### src/rtl/gen_scheduler.sv
// rtl/gen_scheduler.sv - board sequencer: paces life-engine generations and serialises cursor edits
// Edits and generations share the board, so one FSM grants it to one of them at a time.
module gen_scheduler #(
  parameter int POS_W           = 10,
  parameter int LOG_BASE_PERIOD = 20,
  parameter int GEN_CNT_W       = 16
) (
  input  logic                 clk_in,
  input  logic                 rst_in,
  input  logic [2:0]           speed_in,
  input  logic                 step_in,
  input  logic                 click_in,
  input  logic [POS_W-1:0]     cursor_x_in,
  input  logic [POS_W-1:0]     cursor_y_in,
  output logic                 gen_start_out,
  input  logic                 gen_done_in,
  output logic                 gen_busy_out,
  output logic [POS_W-1:0]     edit_x_out,
  output logic [POS_W-1:0]     edit_y_out,
  output logic                 edit_re_out,
  input  logic                 edit_rdata_in,
  output logic                 edit_we_out,
  output logic                 edit_wdata_out,
  output logic [GEN_CNT_W-1:0] gen_count_out,
  output logic                 overrun_out
);

  localparam int CNT_W = LOG_BASE_PERIOD + 7;

  typedef enum logic [2:0] {
    S_IDLE,
    S_EDIT_RD,
    S_EDIT_WR,
    S_GEN_START,
    S_GEN_WAIT
  } state_t;

  state_t               state_q, state_d;
  logic [CNT_W-1:0]     tick_cnt_q, tick_cnt_d;
  logic [CNT_W-1:0]     period_m1;
  logic [2:0]           speed_q;
  logic                 speed_chg;
  logic                 tick;
  logic                 step_pend_q, step_pend_d;
  logic                 step_live;
  logic                 edit_pend_q, edit_pend_d;
  logic                 overrun_q, overrun_d;
  logic [POS_W-1:0]     edit_x_q, edit_x_d;
  logic [POS_W-1:0]     edit_y_q, edit_y_d;
  logic [GEN_CNT_W-1:0] gen_count_q, gen_count_d;

  // Period is 2^(CNT_W-speed), so the terminal count is the all-ones mask shifted by speed.
  assign period_m1 = {CNT_W{1'b1}} >> speed_in;
  assign speed_chg = (speed_in != speed_q);

  always_comb begin
    tick       = 1'b0;
    tick_cnt_d = tick_cnt_q + CNT_W'(1);
    if (speed_in == 3'd0 || speed_chg) begin
      tick_cnt_d = '0;
    end else if (tick_cnt_q == period_m1) begin
      tick_cnt_d = '0;
      tick       = 1'b1;
    end
  end

  // A step being launched this cycle is already consumed, so a coincident tick re-arms it.
  assign step_live = step_pend_q && (state_q != S_GEN_START);

  always_comb begin
    step_pend_d = step_live;
    overrun_d   = overrun_q;
    if (speed_in == 3'd0 && speed_q != 3'd0) begin
      step_pend_d = 1'b0;
    end
    if (tick) begin
      if (step_live) begin
        overrun_d = 1'b1;
      end else begin
        step_pend_d = 1'b1;
      end
    end
    if (speed_in == 3'd0 && step_in) begin
      step_pend_d = 1'b1;
    end
  end

  always_comb begin
    edit_pend_d = edit_pend_q && (state_q != S_EDIT_WR);
    edit_x_d    = edit_x_q;
    edit_y_d    = edit_y_q;
    if (click_in && !edit_pend_q) begin
      edit_pend_d = 1'b1;
      edit_x_d    = cursor_x_in;
      edit_y_d    = cursor_y_in;
    end
  end

  always_comb begin
    state_d        = state_q;
    gen_count_d    = gen_count_q;
    gen_start_out  = 1'b0;
    gen_busy_out   = 1'b0;
    edit_re_out    = 1'b0;
    edit_we_out    = 1'b0;
    edit_wdata_out = 1'b0;
    case (state_q)
      S_IDLE: begin
        if (edit_pend_q) begin
          state_d = S_EDIT_RD;
        end else if (step_pend_q) begin
          state_d = S_GEN_START;
        end
      end
      S_EDIT_RD: begin
        edit_re_out = 1'b1;
        state_d     = S_EDIT_WR;
      end
      S_EDIT_WR: begin
        edit_we_out    = 1'b1;
        edit_wdata_out = ~edit_rdata_in;
        state_d        = S_IDLE;
      end
      S_GEN_START: begin
        gen_start_out = 1'b1;
        gen_busy_out  = 1'b1;
        state_d       = S_GEN_WAIT;
      end
      S_GEN_WAIT: begin
        gen_busy_out = 1'b1;
        if (gen_done_in) begin
          gen_count_d = gen_count_q + GEN_CNT_W'(1);
          state_d     = S_IDLE;
        end
      end
      default: state_d = S_IDLE;
    endcase
  end

  always_ff @(posedge clk_in) begin
    if (rst_in) begin
      state_q     <= S_IDLE;
      tick_cnt_q  <= '0;
      speed_q     <= '0;
      step_pend_q <= 1'b0;
      edit_pend_q <= 1'b0;
      overrun_q   <= 1'b0;
      edit_x_q    <= '0;
      edit_y_q    <= '0;
      gen_count_q <= '0;
    end else begin
      state_q     <= state_d;
      tick_cnt_q  <= tick_cnt_d;
      speed_q     <= speed_in;
      step_pend_q <= step_pend_d;
      edit_pend_q <= edit_pend_d;
      overrun_q   <= overrun_d;
      edit_x_q    <= edit_x_d;
      edit_y_q    <= edit_y_d;
      gen_count_q <= gen_count_d;
    end
  end

  assign edit_x_out    = edit_x_q;
  assign edit_y_out    = edit_y_q;
  assign gen_count_out = gen_count_q;
  assign overrun_out   = overrun_q;

endmodule

### config.mk
export PLATFORM = sky130hd
export DESIGN_NAME = gen_scheduler
export DESIGN_NICKNAME = d
export VERILOG_FILES = /design/src/rtl/gen_scheduler.sv
export SDC_FILE = /design/constraint.sdc
export NUM_CORES = 1
export LEC_CHECK = 0
export CORE_ASPECT_RATIO = 1.5
export CORE_UTILIZATION = 50
export CTS_BUF_LIST = sky130_fd_sc_hd__clkbuf_4
export DETAILED_ROUTE_END_ITERATION = 8
export PLACE_DENSITY = 0.77
export SLEW_MARGIN = 20
export SYNTH_ARGS = -nofsm -noshare
export SYNTH_HDL_FRONTEND = slang
export SYNTH_SLANG_ARGS = --single-unit
### constraint.sdc
create_clock -name clk_in -period 2.7 [get_ports clk_in]
set_input_delay 0.54 -clock clk_in [delete_from_list [all_inputs] [get_ports clk_in]]
set_output_delay 0.54 -clock clk_in [all_outputs]
set_load 0.05 [all_outputs]
; Word level (Yosys, flattened, before mapping)
; Cells that the tools add are included.
[word_totals]
regBits = 72
in_bits = 29
output_inout_bits = 42
word_cells = 54
[op_classes]
n_addsub = 2
n_eq_ne = 10
shift = 1
n_mux = 16
bitwise_logic = 1
n_reduce_logical = 15
[op_table]
columns = op, count
row1 = "27-bit by 1-bit adder with 27-bit output, second input constant", 1
row2 = 27-bit == test, 1
row3 = "27-bit by 3-bit >> shifter with 27-bit output, first input constant", 1
row4 = "16-bit by 1-bit adder with 16-bit output, second input constant", 1
row5 = 1-bit two-way mux, 12
row6 = 3-bit one-hot mux with 4 select lines, 1
row7 = 3-bit two-way mux, 3
row8 = "3-bit by 2-bit == test with 1-bit output, second input constant", 2
row9 = 3-bit zero test, 2
row10 = "3-bit by 2-bit != test with 1-bit output, second input constant", 2
row11 = 2-bit AND reduction, 3
row12 = 1-bit logical AND, 5
row13 = "3-bit by 1-bit == test with 1-bit output, second input constant", 1
row14 = "3-bit == test, second input constant", 1
row15 = 3-bit != test, 1
row16 = "3-bit != test, second input constant", 1
row17 = 3-bit nonzero test, 1
row18 = 3-bit OR reduction, 1
row19 = "2-bit != test, second input constant", 1
row20 = 2-bit OR reduction, 1
row21 = 1-bit zero test, 1
row22 = 1-bit logical OR, 1
row23 = 1-bit NOT, 1

; Logic depth before layout (Yosys ltp)
; Gate-level depths: netlist (run 1).
[logic_depth]
word_depth = 6
mapped_depth = 7
ltp_nobuf = 6

; Worst setup path before layout (run 1)
; OpenSTA, ideal clock, no wires.
[synth_timing]
path_type = register -> output
start = register state_q[1]
end = output gen_busy_out
t_arrival_ns = 1.587
required_ns = 2.160
slack_ns = 0.573
stages_incl_launch_ff = 3
path_buffers = 0
path_cell_list = dfxtp_1 nand2b_1 o21ai_0
[synth_between]
elab_chain_cells = 3
elab_cells_between_ends = 4
classes_between = 2 x eq/ne / 1 x mux / 1 x reduce/logical
[synth_lines]
columns = item, line_no
row1 = start: declaration, 38  ; state_t state_q, state_d;
row2 = start signal: assignment, 152  ; state_q <= state_d;
row3 = 3-bit == test or 3-bit by 2-bit == test with 1-bit output (tied branches), 107  ; case (state_q)
row4 = 2-bit OR reduction (no source line) (*), --
row5 = 1-bit two-way mux (*), 107
row6 = end: declaration, 17  ; output logic gen_busy_out,
; Mark *: on every way between the ends. The rest lies on a longest branch, timed or not.

; Final worst setup path (run 1)
[layout_timing]
start = register state_q[0]
end = output edit_re_out
[layout_between]
elab_chain_cells = 2
[layout_lines]
columns = item, line_no
row1 = 3-bit by 1-bit == test with 1-bit output, 107
row2 = 1-bit two-way mux, 107
row3 = end: declaration, 20  ; output logic edit_re_out,
; No other way between the ends.

==> flow_summary.toml, run 1 <==
[outcome]
status = "completed"

[synth]
syn_avg_cell_area_um2 = 8.758
synth_edf_count = 0
netlist-cell-type-count = 55
ys_ff_latch = 72
synthAdderAreaFrac = 0.007639
ys.flop_type = "dfxtp_1"
synth_top_family_by_area = "simple AND/OR/NAND/NOR gates"
synth_simple_gate_area_share = 0.3132
yosys_warnings = 0
synth_xor_area_frac = 0.1096
async_flop_share = 0
ys_seq_area_frac = 0.4400
syn_area_um2 = 3276
syn-num-nets = 405
synthCells = 374
synthMuxAreaShare = 0.003438
synth_compound_area_frac = 0.08633

[job]
maxCapViolations = 0

[finish]
nets = 481
fillers = 520
syn2layout_area_growth_pct = 28.46
fin_cells = 529
finish.utilization = 0.6767
multiInputGateArea_um2 = 1704
n_antenna_cell = 0
seq_area_um2 = 1441
stdcell_area_um2 = 4208
drive_above_1_share = 0.09451

[timing]
min_period_ns = 2.545
hold_viol = 0
whs_ns = 0.4580
drv_slew = 0
worst_pin_slew_ns = 0.6666
timing.fmax_mhz = 392.9
rsz0062_at_grt = "false"
setup_viol = 0
min_period_over_period = 0.9427
setup_tns_ns = 0
relSlewSlack = 0.5545
worst_clock_skew_ns = 0.01359

[hold_path]
min_from = "edit_y_out[2]"
min_delay_path_depth = 2
min_path_type = "register to register"
min_to = "edit_y_out[2]"

[drt]
ant_nets = 0
first_pass_iters = 4
via_per_inst = 5.265
drtIter0Drc = 77
wire_per_inst_um = 13.16
num_vias = 2785
routed_wirelength_um = 6959
drc = 0

[die]
initial_core_util = 0.5268
boundaryPins = 71
die_w_um = 68.09
die_h_um = 101.1
die_area_um2 = 6885
core-area_um2 = 6218
num_rows = 35

[placed_design]
placed_area_um2 = 4074
io_buffers = 70
dp_cells = 513
gp_congestion = 0.7973
hpwl_um = 4907

[clock_network]
cts_tree = "built"
insertion_delay_ns = 0.42
cts.sinks = 72
cts_buffer_depth = 2
cts_hold_buf = 0
htree_levels = 3
clk_pin_slew_ns = 0.11
clockRootBuffer = "clkbuf_4"
cts-buffers-inserted = 9
cts_setup_buffers = 0

[setup_path]
path_class = "register to output pin"
r2r-end = "overrun_out"
crit_path_end_kind = "output pin"
required_ns = 2.16
critPathLaunchType = "register"
path_max_fanout = 9
arrival_ns = 2.01
regToRegSetupSlack_ns = 0.73
reg2reg_depth = 5
rr_startpoint = "tick_cnt_q[0]"

[global_route]
grt_pass1_vias = 2672
track_usage = 0.2197
grt_pass1_wl_um = 11460
overflow = 0
grt_max_degree = 45
antenna_found_initial = 0

[power_and_ir_drop]
p_leak_nw = 1.514
p_per_area_nw_per_um2 = 482.4
peakVddDrop_v = 0.0004188
[critical path, stage by stage, from the launching register on]
cell,delay [ns]
dfxtp_1,0.47
nor3b_1,0.25
clkdlybuf4s50_1,0.87
[layer usage]
layer / wire [µm] / global-route usage / vias to the layer above
li1: - / - / 1442
met1: 2864 / 0.2386 / 1278
met2: 3535 / 0.3658 / 56
met3: 423 / 0.08221 / 9
met4: 136 / 0.1074 / 0
met5: 0 / 0 / -
[cells in the mapped netlist, types with 2 or more instances]
library cell,count,area (µm²)
buf_6,5,56.30
a21boi_0,2,15.01
xor2_1,32,280.3
nor2b_1,3,18.77
or3_1,3,18.77
nor3_1,21,105.1
a21oi_1,27,135.1
or4bb_1,2,22.52
buf_2,2,10.01
nand2b_1,2,12.51
ha_1,2,25.02
and3_1,2,12.51
nor3_2,7,70.07
nand4_1,13,81.33
xnor2_1,9,78.83
nand3_1,17,85.08
and2_1,2,12.51
nor3b_1,2,15.01
and4_1,3,26.28
nand4b_1,2,17.52
inv_1,6,22.52
nand2_1,63,236.5
o21ai_0,2,10.01
clkbuf_1,8,30.03
nor2_1,32,120.1
o2bb2ai_1,2,17.52
nor4_1,4,25.02
dfxtp_1,72,1441
[registers in the layout (all words and copies together), names as in the netlist, 3 cells and up]
| register | count |
|---|---|
| state_q | 3 |
| edit_x_out | 10 |
| speed_q | 3 |
| edit_y_out | 10 |
| gen_count_out | 16 |
| tick_cnt_q | 27 |
[metrics by stage]
step	power, W	worst slack [ns]
3_3_place_gp	0.001388	0.09424
5_1_grt	0.002104	0.07239
3_5_place_dp	0.001392	0.06410
6_report	0.002030	0.1546
4_1_cts	0.002052	0.01677
2_1_floorplan	0.001287	0.5729
[power by group]
part | total [W] | switching, W | leakage [nW] | internal [W]
logic | 0.000262 | 0.000155 | 0.854 | 0.000108
registers | 0.00110 | 0.0000174 | 0.584 | 0.00109
clock network | 0.000663 | 0.000368 | 0.0757 | 0.000295
total | 0.00203 | 0.000540 | 1.51 | 0.00149
[worst max-delay path by stage]
stage / endpoint / from / depth (start not counted) / slack (ns)
floorplan: gen_busy_out / state_q[1] / 2 / 0.57
global route: edit_re_out / state_q[0] / 2 / 0.07
finish: edit_re_out / state_q[0] / 2 / 0.15
global placement: tick_cnt_q[12] / speed_in[1] / 8 / 0.09
detailed placement: tick_cnt_q[11] / speed_in[1] / 8 / 0.06
CTS: gen_busy_out / state_q[0] / 3 / 0.02
[cell families after synthesis]
| group | count (synthesis) |
|---|---|
| AO/OA/AOI/OAI | 43 |
| XOR/XNOR | 41 |
| buffers and inverters | 23 |
| AND/OR/NAND/NOR | 192 |
| adder cells (fa/ha/maj) | 2 |
| flip-flops | 72 |
| multiplexers | 1 |
[placed cells by master (no fill, tap or decap), drive strengths merged, types with 13 or more instances in the layout]
cell	synthesis	final
clkdlybuf4s50	0	66
a21oi	27	27
nor3	29	29
nand4	13	13
dfxtp	72	72
nor2	32	32
nand3	18	18
nand2	63	63
buf	9	13
xor2	32	32
[layout make-up]
cell class,count,area share
Timing Repair Buffer,82,0.1942
Multi-Input combinational cell,279,0.4050
Sequential cell,72,0.3426
Tap cell,74,0.02200
Clock buffer,11,0.01963
Inverter,6,0.005352
Clock inverter,5,0.01130
[what timing repair did]
item	CTS	global route
gates cloned	0	0
resized for setup	1	2
endpoints found under the setup margin	1	2
No activity file was read; power rests on OpenSTA's default activity.
==> inputs of run 2 (changes only) <==
- PLACE_DENSITY: 0.77 -> 0.85
==> run 2 against run 1 <==
Against the previous run:
- count of clock-buffer cells in the layout is 1 lower
- clock power rose by 29%
- wire length up 3.5%
- utilization rose by 0.40 points
- final cell count is 0.38% lower
- critical endpoint is now edit_we_out
- cell area is 0.59% higher
- non-clock buffer count down 2
- first-iteration DRC count up 61%
==> flow_summary.toml, run 2 (same netlist as run 1, synthesis figures left out) <==
[global_route]
antenna_found_initial = 0
gr-usage-met1 = 0.2493
grt_pass1_wl_um = 12210
overflow = 0
grt_most_used_layer = "met2"
track_usage = 0.2321
grt_use_met2 = 0.3906
grt_max_degree = 45
grt_pass1_vias = 2827
grt_use_met3 = 0.07995

[finish]
syn2layout_area_growth_pct = 29.22
largest_reg_flops = 27
fin_cells = 527
final_cell_mix = "72 x dfxtp_1, 66 x clkdlybuf4s50_1, 63 x nand2_1, 32 x nor2_1, 32 x xor2_1"
mostFrequentLayoutCell = "dfxtp_1"
fillers = 482
drive_above_1_share = 0.09272
n_antenna_cell = 0
largest-register = "tick_cnt_q"
nets = 479

[clock_network]
htree_levels = 3
cts_buffer_depth = 2
cts_setup_buffers = 0
cts-buffers-inserted = 9
insertion_delay_ns = 0.42
clk_pin_slew_ns = 0.12
cts.sinks = 72
cts_tree = "built"
clockRootBuffer = "clkbuf_4"

[timing]
timing.fmax_mhz = 399.7
setup_viol = 0
worst_clock_skew_ns = 0.01213
min_period_ns = 2.502
rsz0062_at_grt = "false"
setup_tns_ns = 0
hold_viol = 0
worst_pin_slew_ns = 0.6354
relSlewSlack = 0.5754
min_period_over_period = 0.9266
drv_slew = 0
whs_ns = 0.4629

[setup_path]
crit_slowest_cell = "dlygate4sd2_1"
arrival_ns = 1.96
cp_top_family = "buffers and inverters"
critPathLaunchType = "register"
crit_buf_inv = 2
path_max_fanout = 7
slowest_delay_ns = 0.52
required_ns = 2.16
path_class = "register to output pin"
path_cells = "or3b_2 -> inv_1 -> dlygate4sd2_1"
crit_path_end_kind = "output pin"

[power_and_ir_drop]
p_per_area_nw_per_um2 = 524.3
peakVddDrop_v = 0.0005623
p_leak_nw = 1.521

[die]
core-area_um2 = 6218
num_rows = 35
die_area_um2 = 6885
die_w_um = 68.09
initial_core_util = 0.5268
die_h_um = 101.1
boundaryPins = 71

[drt]
drc = 0
ant_nets = 0
via_per_inst = 5.495
first_pass_iters = 4
drtIter0Drc = 124
routed_wirelength_um = 7205
wire_per_inst_um = 13.67
num_vias = 2896

[placed_design]
io_buffers = 70
gp_congestion = 0.7999
dp_cells = 511
hpwl_um = 5081

[job]
maxCapViolations = 0

[hold_path]
min_path_type = "register to register"

[outcome]
status = "completed"
-- run 2: worst register-to-register path, stage by stage, from the launching register on --
cell	delay [ns]
dfxtp_1	0.44
ha_1	0.27
nand4_1	0.17
nor4_4	0.51
nand4_1	0.16
o41ai_1	0.32
-- run 2: path summary, 6_finish.rpt --
kind / start / to / slack (ns) / depth (start not counted)
max: state_q[1] / edit_we_out / 0.20 / 3
min reg2reg: edit_y_out[2] / edit_y_out[2] / 0.46 / 2
max reg2reg: tick_cnt_q[0] / overrun_out / 0.74 / 5
min: edit_y_out[2] / edit_y_out[2] / 0.46 / 2
-- run 2: layer usage --
metal | vias up | routed length [µm]
met3 | 19 | 462
met4 | 0 | 186
met5 | - | 0
met2 | 76 | 3725
li1 | 1442 | -
met1 | 1359 | 2831
-- run 2: cell type report --
type | instances | area (µm²) | share of cell area
multi-input cells | 279 | 1704 | 0.4026
flip-flops and latches | 72 | 1441 | 0.3405
repair buffers | 80 | 789.5 | 0.1865
clock inverters | 6 | 107.6 | 0.02542
well taps | 74 | 92.59 | 0.02187
clock buffers | 10 | 75.07 | 0.01774
inverters | 6 | 22.52 | 0.005321
-- run 2: what timing repair did --
action                                  CTS  global route
endpoints found under the setup margin    1             2
gates resized for setup                   1             2
hold buffers                              0             0
-- run 2: power by group --
group	total, W	switching, W	internal [W]
Clock	0.000853	0.000376	0.000477
Sequential	0.00111	0.0000178	0.00109
Combinational	0.000261	0.000155	0.000106
-- run 2: stage by stage --
step / setup slack [ns] / total power [W] / cell area [µm²] / utilization
2_1_floorplan: 0.5729 / 0.001287 / 3276 / -
3_3_place_gp: 0.1508 / 0.001385 / 4046 / 0.6507
3_5_place_dp: 0.05486 / 0.001390 / 4046 / 0.6507
4_1_cts: 0.005564 / 0.002235 / 4228 / 0.6799
5_1_grt: 0.09824 / 0.002298 / 4233 / 0.6807
6_report: 0.1982 / 0.002219 / 4233 / 0.6807
